**src/rtl/exec_alu_mc_if.sv**
```systemverilog
// exec_alu_mc_if
//   Operation/result bundle between register-read, the execute unit and
//   memory/writeback.
//   master : the producer/consumer side (drives operations, takes results)
//   slave  : the execute unit
//   Signals: flushIn, inValid/inReady, aluOpIn, operand1In, operand2In,
//            immIn, useImmIn, outValid/outReady, resultOut, resultHiOut,
//            resultHiValidOut, resultWriteOut, flagsOut {CF,ZF,SF,OF},
//            killOut, busyOut.
interface exec_alu_mc_if #(
  parameter int WIDTH = 64
);
  logic             flushIn;
  logic             inValid;
  logic             inReady;
  logic [3:0]       aluOpIn;
  logic [WIDTH-1:0] operand1In;
  logic [WIDTH-1:0] operand2In;
  logic [WIDTH-1:0] immIn;
  logic             useImmIn;
  logic             outValid;
  logic             outReady;
  logic [WIDTH-1:0] resultOut;
  logic [WIDTH-1:0] resultHiOut;
  logic             resultHiValidOut;
  logic             resultWriteOut;
  logic [3:0]       flagsOut;
  logic             killOut;
  logic             busyOut;

  modport master (
    output flushIn, inValid, aluOpIn, operand1In, operand2In, immIn, useImmIn, outReady,
    input  inReady, outValid, resultOut, resultHiOut, resultHiValidOut, resultWriteOut,
           flagsOut, killOut, busyOut
  );

  modport slave (
    input  flushIn, inValid, aluOpIn, operand1In, operand2In, immIn, useImmIn, outReady,
    output inReady, outValid, resultOut, resultHiOut, resultHiValidOut, resultWriteOut,
           flagsOut, killOut, busyOut
  );
endinterface

```
**src/rtl/exec_alu_mc.sv**
```systemverilog
// exec_alu_mc
//   Multi-cycle integer execute unit. Single-cycle ALU ops load the output
//   register on the accepting edge; MUL/IMUL run an iterative shift-add
//   multiplier retiring MUL_STEP bits per cycle and produce a double-width
//   product. An architectural flags register {CF,ZF,SF,OF} is updated
//   whenever the output register is loaded.
//   Ports: clk, reset (synchronous, active-high), bus (exec_alu_mc_if.slave).
//   Parameters: WIDTH (even, >= 8), MUL_STEP (divides WIDTH).
module exec_alu_mc #(
  parameter int WIDTH    = 64,
  parameter int MUL_STEP = 1
) (
  input logic          clk,
  input logic          reset,
  exec_alu_mc_if.slave bus
);

  localparam int STEPS = WIDTH / MUL_STEP;
  localparam int CNT_W = $clog2(STEPS + 1);
  localparam int MSB   = WIDTH - 1;

  localparam logic [3:0] OP_MOV  = 4'd0,  OP_ADD = 4'd1,  OP_ADC = 4'd2,  OP_SUB = 4'd3;
  localparam logic [3:0] OP_SBB  = 4'd4,  OP_CMP = 4'd5,  OP_AND = 4'd6,  OP_OR  = 4'd7;
  localparam logic [3:0] OP_XOR  = 4'd8,  OP_NOT = 4'd9,  OP_NEG = 4'd10, OP_INC = 4'd11;
  localparam logic [3:0] OP_DEC  = 4'd12, OP_MUL = 4'd13, OP_IMUL = 4'd14, OP_KILL = 4'd15;

  typedef enum logic [1:0] {S_IDLE, S_MUL, S_HOLD} state_t;

  state_t             r_state;
  logic [CNT_W-1:0]   r_cnt;
  logic [2*WIDTH-1:0] r_mcand;
  logic [2*WIDTH-1:0] r_acc;
  logic [WIDTH-1:0]   r_mplier;
  logic               r_neg;
  logic               r_signed;

  logic               r_out_valid;
  logic [WIDTH-1:0]   r_result;
  logic [WIDTH-1:0]   r_result_hi;
  logic               r_hi_valid;
  logic               r_write;
  logic               r_kill;
  logic [3:0]         r_flags;

  logic [WIDTH-1:0]   w_a, w_b, w_a_mag, w_b_mag;
  logic [WIDTH-1:0]   w_min, w_max;
  logic               w_in_ready, w_accept, w_out_free, w_is_mul, w_is_imul;
  logic [WIDTH:0]     w_add, w_sub;
  logic               w_add_of, w_sub_of;
  logic [WIDTH-1:0]   w_res;
  logic               w_cf, w_of, w_set_flags, w_write, w_kill;
  logic [3:0]         w_flags;
  logic [2*WIDTH-1:0] w_pp [MUL_STEP];
  logic [2*WIDTH-1:0] w_pp_sum;
  logic [2*WIDTH-1:0] w_prod;
  logic [WIDTH-1:0]   w_prod_hi, w_prod_lo;
  logic               w_mul_ovf;

  assign w_a   = bus.operand1In;
  assign w_b   = bus.useImmIn ? bus.immIn : bus.operand2In;
  assign w_min = {1'b1, {(WIDTH-1){1'b0}}};
  assign w_max = ~w_min;

  assign w_out_free = !r_out_valid || bus.outReady;
  assign w_in_ready = (r_state == S_IDLE) && w_out_free && !bus.flushIn;
  assign w_accept   = bus.inValid && w_in_ready;
  assign w_is_mul   = (bus.aluOpIn == OP_MUL) || (bus.aluOpIn == OP_IMUL);
  assign w_is_imul  = (bus.aluOpIn == OP_IMUL);

  // Carry-in is the architectural CF only for the with-carry variants.
  assign w_add    = {1'b0, w_a} + {1'b0, w_b}
                  + (WIDTH+1)'((bus.aluOpIn == OP_ADC) && r_flags[3]);
  assign w_sub    = {1'b0, w_a} - {1'b0, w_b}
                  - (WIDTH+1)'((bus.aluOpIn == OP_SBB) && r_flags[3]);
  assign w_add_of = (w_a[MSB] == w_b[MSB]) && (w_add[MSB] != w_a[MSB]);
  assign w_sub_of = (w_a[MSB] != w_b[MSB]) && (w_sub[MSB] != w_a[MSB]);

  always_comb begin
    w_res       = '0;
    w_write     = 1'b1;
    w_kill      = 1'b0;
    w_cf        = r_flags[3];
    w_of        = r_flags[0];
    w_set_flags = 1'b1;
    case (bus.aluOpIn)
      OP_MOV: begin
        w_res       = w_b;
        w_set_flags = 1'b0;
      end
      OP_ADD, OP_ADC: begin
        w_res = w_add[MSB:0];
        w_cf  = w_add[WIDTH];
        w_of  = w_add_of;
      end
      OP_SUB, OP_SBB, OP_CMP: begin
        w_res   = w_sub[MSB:0];
        w_cf    = w_sub[WIDTH];
        w_of    = w_sub_of;
        w_write = (bus.aluOpIn != OP_CMP);
      end
      OP_AND, OP_OR, OP_XOR: begin
        w_res = (bus.aluOpIn == OP_AND) ? (w_a & w_b) :
                (bus.aluOpIn == OP_OR)  ? (w_a | w_b) : (w_a ^ w_b);
        w_cf  = 1'b0;
        w_of  = 1'b0;
      end
      OP_NOT: begin
        w_res       = ~w_a;
        w_set_flags = 1'b0;
      end
      OP_NEG: begin
        w_res = '0 - w_a;
        w_cf  = |w_a;
        w_of  = (w_a == w_min);
      end
      OP_INC: begin
        w_res = w_a + WIDTH'(1);
        w_of  = (w_a == w_max);
      end
      OP_DEC: begin
        w_res = w_a - WIDTH'(1);
        w_of  = (w_a == w_min);
      end
      OP_KILL: begin
        w_write     = 1'b0;
        w_kill      = 1'b1;
        w_set_flags = 1'b0;
      end
      default: w_set_flags = 1'b0;
    endcase
    w_flags = w_set_flags ? {w_cf, (w_res == '0), w_res[MSB], w_of} : r_flags;
  end

  // IMUL works on magnitudes; the sign is reapplied to the full product.
  assign w_a_mag = (w_is_imul && w_a[MSB]) ? ('0 - w_a) : w_a;
  assign w_b_mag = (w_is_imul && w_b[MSB]) ? ('0 - w_b) : w_b;

  genvar gi;
  generate
    for (gi = 0; gi < MUL_STEP; gi++) begin : g_pp
      assign w_pp[gi] = r_mplier[gi] ? (r_mcand << gi) : '0;
    end
  endgenerate

  always_comb begin
    w_pp_sum = '0;
    for (int j = 0; j < MUL_STEP; j++) begin
      w_pp_sum = w_pp_sum + w_pp[j];
    end
  end

  assign w_prod    = r_neg ? ('0 - r_acc) : r_acc;
  assign w_prod_hi = w_prod[2*WIDTH-1:WIDTH];
  assign w_prod_lo = w_prod[MSB:0];
  assign w_mul_ovf = r_signed ? (w_prod_hi != {WIDTH{w_prod_lo[MSB]}}) : (|w_prod_hi);

  always_ff @(posedge clk) begin
    if (reset) begin
      r_state     <= S_IDLE;
      r_cnt       <= '0;
      r_mcand     <= '0;
      r_acc       <= '0;
      r_mplier    <= '0;
      r_neg       <= 1'b0;
      r_signed    <= 1'b0;
      r_out_valid <= 1'b0;
      r_result    <= '0;
      r_result_hi <= '0;
      r_hi_valid  <= 1'b0;
      r_write     <= 1'b0;
      r_kill      <= 1'b0;
      r_flags     <= '0;
    end else if (bus.flushIn) begin
      // Abort: the in-flight product and pending beat are dropped, flags kept.
      r_state     <= S_IDLE;
      r_out_valid <= 1'b0;
      r_cnt       <= '0;
    end else begin
      // Drain; a load below on the same edge takes precedence.
      if (r_out_valid && bus.outReady) r_out_valid <= 1'b0;
      case (r_state)
        S_IDLE: begin
          if (w_accept) begin
            if (w_is_mul) begin
              r_mcand  <= {{WIDTH{1'b0}}, w_a_mag};
              r_mplier <= w_b_mag;
              r_acc    <= '0;
              r_neg    <= w_is_imul && (w_a[MSB] ^ w_b[MSB]);
              r_signed <= w_is_imul;
              r_cnt    <= CNT_W'(STEPS);
              r_state  <= S_MUL;
            end else begin
              r_out_valid <= 1'b1;
              r_result    <= w_res;
              r_result_hi <= '0;
              r_hi_valid  <= 1'b0;
              r_write     <= w_write;
              r_kill      <= w_kill;
              r_flags     <= w_flags;
            end
          end
        end
        S_MUL, S_HOLD: begin
          if (r_state == S_MUL && r_cnt != '0) begin
            r_acc    <= r_acc + w_pp_sum;
            r_mcand  <= r_mcand << MUL_STEP;
            r_mplier <= r_mplier >> MUL_STEP;
            r_cnt    <= r_cnt - CNT_W'(1);
          end else if (w_out_free) begin
            r_out_valid <= 1'b1;
            r_result    <= w_prod_lo;
            r_result_hi <= w_prod_hi;
            r_hi_valid  <= 1'b1;
            r_write     <= 1'b1;
            r_kill      <= 1'b0;
            r_flags     <= {w_mul_ovf, (w_prod_lo == '0), w_prod_lo[MSB], w_mul_ovf};
            r_state     <= S_IDLE;
          end else begin
            // Product parked in r_acc/r_neg until the output register frees.
            r_state <= S_HOLD;
          end
        end
        default: r_state <= S_IDLE;
      endcase
    end
  end

  assign bus.inReady          = w_in_ready;
  assign bus.outValid         = r_out_valid;
  assign bus.resultOut        = r_result;
  assign bus.resultHiOut      = r_result_hi;
  assign bus.resultHiValidOut = r_hi_valid;
  assign bus.resultWriteOut   = r_write;
  assign bus.flagsOut         = r_flags;
  assign bus.killOut          = r_kill;
  assign bus.busyOut          = (r_state != S_IDLE);

endmodule

```
**src/flat_wrapper.sv**
```systemverilog
// flat-port wrapper written by rule: the top's interface ports become plain ports
module exec_alu_mc_flat 
#(
  parameter int WIDTH    = 64,
  parameter int MUL_STEP = 1
)
  (clk, reset, bus_flushIn, bus_inValid, bus_aluOpIn, bus_operand1In, bus_operand2In, bus_immIn, bus_useImmIn, bus_outReady, bus_inReady, bus_outValid, bus_resultOut, bus_resultHiOut, bus_resultHiValidOut, bus_resultWriteOut, bus_flagsOut, bus_killOut, bus_busyOut);
  exec_alu_mc_if #(.WIDTH(WIDTH)) bus_i ();
  input logic clk;
  input logic reset;
  input wire logic [$bits(bus_i.flushIn)-1:0] bus_flushIn;
  input wire logic [$bits(bus_i.inValid)-1:0] bus_inValid;
  input wire logic [$bits(bus_i.aluOpIn)-1:0] bus_aluOpIn;
  input wire logic [$bits(bus_i.operand1In)-1:0] bus_operand1In;
  input wire logic [$bits(bus_i.operand2In)-1:0] bus_operand2In;
  input wire logic [$bits(bus_i.immIn)-1:0] bus_immIn;
  input wire logic [$bits(bus_i.useImmIn)-1:0] bus_useImmIn;
  input wire logic [$bits(bus_i.outReady)-1:0] bus_outReady;
  output wire logic [$bits(bus_i.inReady)-1:0] bus_inReady;
  output wire logic [$bits(bus_i.outValid)-1:0] bus_outValid;
  output wire logic [$bits(bus_i.resultOut)-1:0] bus_resultOut;
  output wire logic [$bits(bus_i.resultHiOut)-1:0] bus_resultHiOut;
  output wire logic [$bits(bus_i.resultHiValidOut)-1:0] bus_resultHiValidOut;
  output wire logic [$bits(bus_i.resultWriteOut)-1:0] bus_resultWriteOut;
  output wire logic [$bits(bus_i.flagsOut)-1:0] bus_flagsOut;
  output wire logic [$bits(bus_i.killOut)-1:0] bus_killOut;
  output wire logic [$bits(bus_i.busyOut)-1:0] bus_busyOut;
  assign bus_i.flushIn = bus_flushIn;
  assign bus_i.inValid = bus_inValid;
  assign bus_i.aluOpIn = bus_aluOpIn;
  assign bus_i.operand1In = bus_operand1In;
  assign bus_i.operand2In = bus_operand2In;
  assign bus_i.immIn = bus_immIn;
  assign bus_i.useImmIn = bus_useImmIn;
  assign bus_i.outReady = bus_outReady;
  assign bus_inReady = bus_i.inReady;
  assign bus_outValid = bus_i.outValid;
  assign bus_resultOut = bus_i.resultOut;
  assign bus_resultHiOut = bus_i.resultHiOut;
  assign bus_resultHiValidOut = bus_i.resultHiValidOut;
  assign bus_resultWriteOut = bus_i.resultWriteOut;
  assign bus_flagsOut = bus_i.flagsOut;
  assign bus_killOut = bus_i.killOut;
  assign bus_busyOut = bus_i.busyOut;
  exec_alu_mc #(.WIDTH(WIDTH), .MUL_STEP(MUL_STEP)) u_core (.clk(clk), .reset(reset), .bus(bus_i));
endmodule
```
**config.mk**
```make
export PLATFORM = sky130hd
export DESIGN_NAME = exec_alu_mc_flat
export DESIGN_NICKNAME = d
export VERILOG_FILES = /design/src/rtl/exec_alu_mc_if.sv /design/src/rtl/exec_alu_mc.sv /design/src/flat_wrapper.sv
export SDC_FILE = /design/constraint.sdc
export NUM_CORES = 2
export LEC_CHECK = 0
export CELL_PAD_IN_SITES_DETAIL_PLACEMENT = 0
export CELL_PAD_IN_SITES_GLOBAL_PLACEMENT = 1
export CORE_MARGIN = 3
export CORE_UTILIZATION = 25
export CTS_BUF_LIST = sky130_fd_sc_hd__clkbuf_8 sky130_fd_sc_hd__clkbuf_16
export CTS_CLUSTER_SIZE = 8
export DETAILED_ROUTE_END_ITERATION = 10
export DONT_BUFFER_PORTS = 1
export PLACE_DENSITY = 0.57
export SETUP_SLACK_MARGIN = 0.02
export SLEW_MARGIN = 30
export SYNTH_ARGS = -nofsm -noshare
export SYNTH_HDL_FRONTEND = slang
export SYNTH_SLANG_ARGS = --single-unit
```
**constraint.sdc**
```tcl
create_clock -name clk -period 29.2 [get_ports clk]
set_clock_uncertainty 0.05 [all_clocks]
set_input_delay 4.38 -clock clk [delete_from_list [all_inputs] [get_ports clk]]
set_output_delay 4.38 -clock clk [all_outputs]
set_load 0.03 [all_outputs]
```
==> reports/summary.txt <==
status: finished, final reports clean
Setup-failing EPs final: 0
WL per Instance: 29.2 um
Final Max Tran Viols: 0
Synth async-reset ratio: 0%
clock root buffer: clkbuf_16
RSZ-0062 raised after global routing: false
Die Ht: 477 um
largest fanout on the critical path: 80
setup bufs post-CTS: 0
hold_sp: u_core.r_mcand[96]$_SDFFE_PP0P_
Final ANT Viol Nets: 0
Setup crit end kind: flop
CTS Buf Count: 74
drt drc: 0
Ys Warns: 0
Rel. slew slack: 19.3%
CP Data Arrival Time: 10.66 ns
Area growth syn-to-layout: 8.84%
setup tns final: 0 ns
Max Cap Viol: 0
Fmax achieved: 99.0 MHz
layout cells sized above 1: 4.62%
worst-path cell chain: mux2i_1, ha_1, ha_1, or2_2, nor4_1, o31ai_1, a211oi_1, o21ai_0, a21oi_1, xor2_1, o2111ai_1, or4_1, or4_1, nor4_1, nand4_1, o31ai_2
final net count: 8285
hold_buf cts: 0
DP HPWL: 245 mm
clk buf depth: 3
I/O Pins: 340
first-pass GRT wire length: 438 mm
PortBufs: 0
post-CTS sizing: 0
vias per inst: 5.90
width of the die: 477 um
worst vdd ir: 0.0000412 V
Slew @ Worst Pin: 1.21 ns
Hold WC Path Type: flop to flop
reg-to-reg slack, setup: 22.53 ns
CP Class: primary input to flop
period utilization: 34.6%
Worst path max stage delay: 0.81 ns
most frequent cells in the layout: 858 x nand2_1, 745 x a21oi_1, 731 x nor2_1
Crit path required time: 29.76 ns
Core Region: 0.220 mm2
Tmin final: 10.10 ns
initial antenna violation count: 21
Overall Global Routing Usage: 25.8%
commonest non-fill, non-tap cell in the layout: nand2_1
FF-to-FF path depth: 20
register bit count reported by yosys: 467
worst hold stages: 2
Post-Route WL: 310 mm
Hold Path Sink: u_core.r_mcand[97]$_SDFFE_PP0P_
Clk Latency, worst-skew pair: 0.72 ns
CTS tree: done
Initial Util: 25.2%
hold_ws: 0.394 ns
Power Dens Cells: 37.2 mW/mm2
Post-synth top flop: dfxtp_1
TritonRoute pass-1 iters: 6
clk slew on worst S/H paths: 0.06 ns
Post-Syn Area: 0.0555 mm2
Lkg Pwr: 23.7 nW
pin count of the biggest net entering global routing: 416
clock sink total: 467
Hold Vio Cnt, Final: 0
via count: 62600
startpoint type of the worst setup path: primary input
Synth cell types: 91
reg2reg end: u_core.bus.flagsOut[2]$_SDFFE_PP0P_
final worst setup slack: 19.10 ns
Syn Nets: 8688
row cnt: 172
Post-Synthesis Cells: 8029
sequential share of the synthesized area: 16.8%
vias in the first global route: 59000
H-tree depth: 3
worst r2r src: u_core.bus.flagsOut[3]$_SDFFE_PP0P_
Critical-path top delay cell: a211oi_1
placer congestion estimate: 0.964
Die ar.: 0.228 mm2
Avg Cell Area, Syn: 6.92 um2
total grt overflow: 0
Post-Place Setup Slack: 18.49 ns
initial DRC count: 6722
EDFF count, synth: 0
worst max path at each step:
stage | start | endpoint | slack (ns) | cells past startpoint
3_3_place_gp | bus_useImmIn | u_core.bus.flagsOut[2]$_SDFFE_PP0P_ | 18.39 | 16
2_1_floorplan | bus_aluOpIn[2] | u_core.bus.flagsOut[2]$_SDFFE_PP0P_ | 14.86 | 17
4_1_cts | bus_useImmIn | u_core.bus.flagsOut[2]$_SDFFE_PP0P_ | 19.23 | 16
5_1_grt | bus_aluOpIn[0] | u_core.bus.flagsOut[2]$_SDFFE_PP0P_ | 18.94 | 20
6_report | bus_useImmIn | u_core.bus.flagsOut[2]$_SDFFE_PP0P_ | 19.10 | 16
3_5_place_dp | bus_useImmIn | u_core.bus.flagsOut[2]$_SDFFE_PP0P_ | 18.49 | 16
where the power goes:
part / internal, W / switching (W)
Clock: 0.000503 / 0.000363
Combinational: 0.000217 / 0.000487
Sequential: 0.000648 / 0.0000324
Total: 0.00137 / 0.000883
logic make-up (layout without fill, tap and decap cells):
| group | after synthesis | in the layout | share of synthesized area (%) |
|---|---|---|---|
| compound gates | 2563 | 2563 | 30.0 |
| xor+xnor | 512 | 512 | 8.07 |
| fa+ha+maj | 457 | 457 | 10.4 |
| buf+inv | 885 | 514 | 6.03 |
| flops | 467 | 467 | 16.8 |
| mux | 110 | 110 | 2.01 |
| other cells | 0 | 6 | 0 |
| simple gates | 3035 | 3035 | 26.7 |
sequential cells by signal, indices dropped and copies added, names as in the netlist:
| signal | cells |
|---|---|
| u_core.r_neg | 1 |
| u_core.r_cnt | 7 |
| u_core.r_mcand | 128 |
| u_core.bus.flagsOut | 4 |
| u_core.bus.resultWriteOut | 1 |
| u_core.bus.resultOut | 64 |
| u_core.r_acc | 128 |
| u_core.bus.outValid | 1 |
| u_core.r_signed | 1 |
| u_core.r_state | 2 |
| u_core.bus.resultHiOut | 64 |
| u_core.r_mplier | 64 |
| u_core.bus.killOut | 1 |
| u_core.bus.resultHiValidOut | 1 |
cell usage after synthesis (99+ instances only):
master	count	area share [%]
nand2_1	863	5.8
a21oi_1	747	6.7
nor2_1	738	5.0
clkbuf_1	543	3.7
o21ai_0	509	4.6
dfxtp_1	467	17
ha_1	451	10
xnor2_1	384	6.1
inv_1	287	1.9
nand3_1	241	2.2
nor3_1	223	2.0
nand4_1	197	2.2
a21o_1	163	2.2
and2_1	151	1.7
a22oi_1	137	1.9
xor2_1	128	2.0
nor4_1	112	1.3
or3_1	102	1.1
a211oi_1	99	1.3
mux2i_1	99	1.8
stage by stage:
step	power [W]	cell area, um2	instances	util [%]
after global routing	0.00234	60400	10600	27.4
after global placement	0.00138	58100	10500	26.4
after floorplan	0.00113	55500	8029	-
final	0.00225	60400	10600	27.4
after CTS	0.00226	60400	10600	27.4
after detailed placement	0.00137	58100	10500	26.4
critical path: cells and delay by family:
family                     cells  cell delay [ns]
and+or+nand+nor                6             2.60
adders and majority gates      2             0.75
AOI/OAI and AO/OA              6             2.20
muxes                          1             0.54
xor gates and xnor gates       1             0.16
per-layer routing:
| metal | vias to the layer above | global-route usage (%) | wire length (um) |
|---|---|---|---|
| met5 | - | 0 | 42 |
| met4 | 6 | 10.4 | 15200 |
| met3 | 447 | 3.48 | 21100 |
| met2 | 2684 | 41.7 | 139000 |
| met1 | 30800 | 34.3 | 135000 |
| li1 | 28700 | - | - |
area by class of cell:
type                    count  area [um2]
multi-input cells        6677       43100
diodes                      6        15.0
fillers                 24700      160000
inverters                 288        1080
well taps                2958        3700
repair buffers            118         911
clock inverters            24         280
clock buffers              84        2000
flip-flops and latches    467        9360
(Power assumes the default switching activity.)
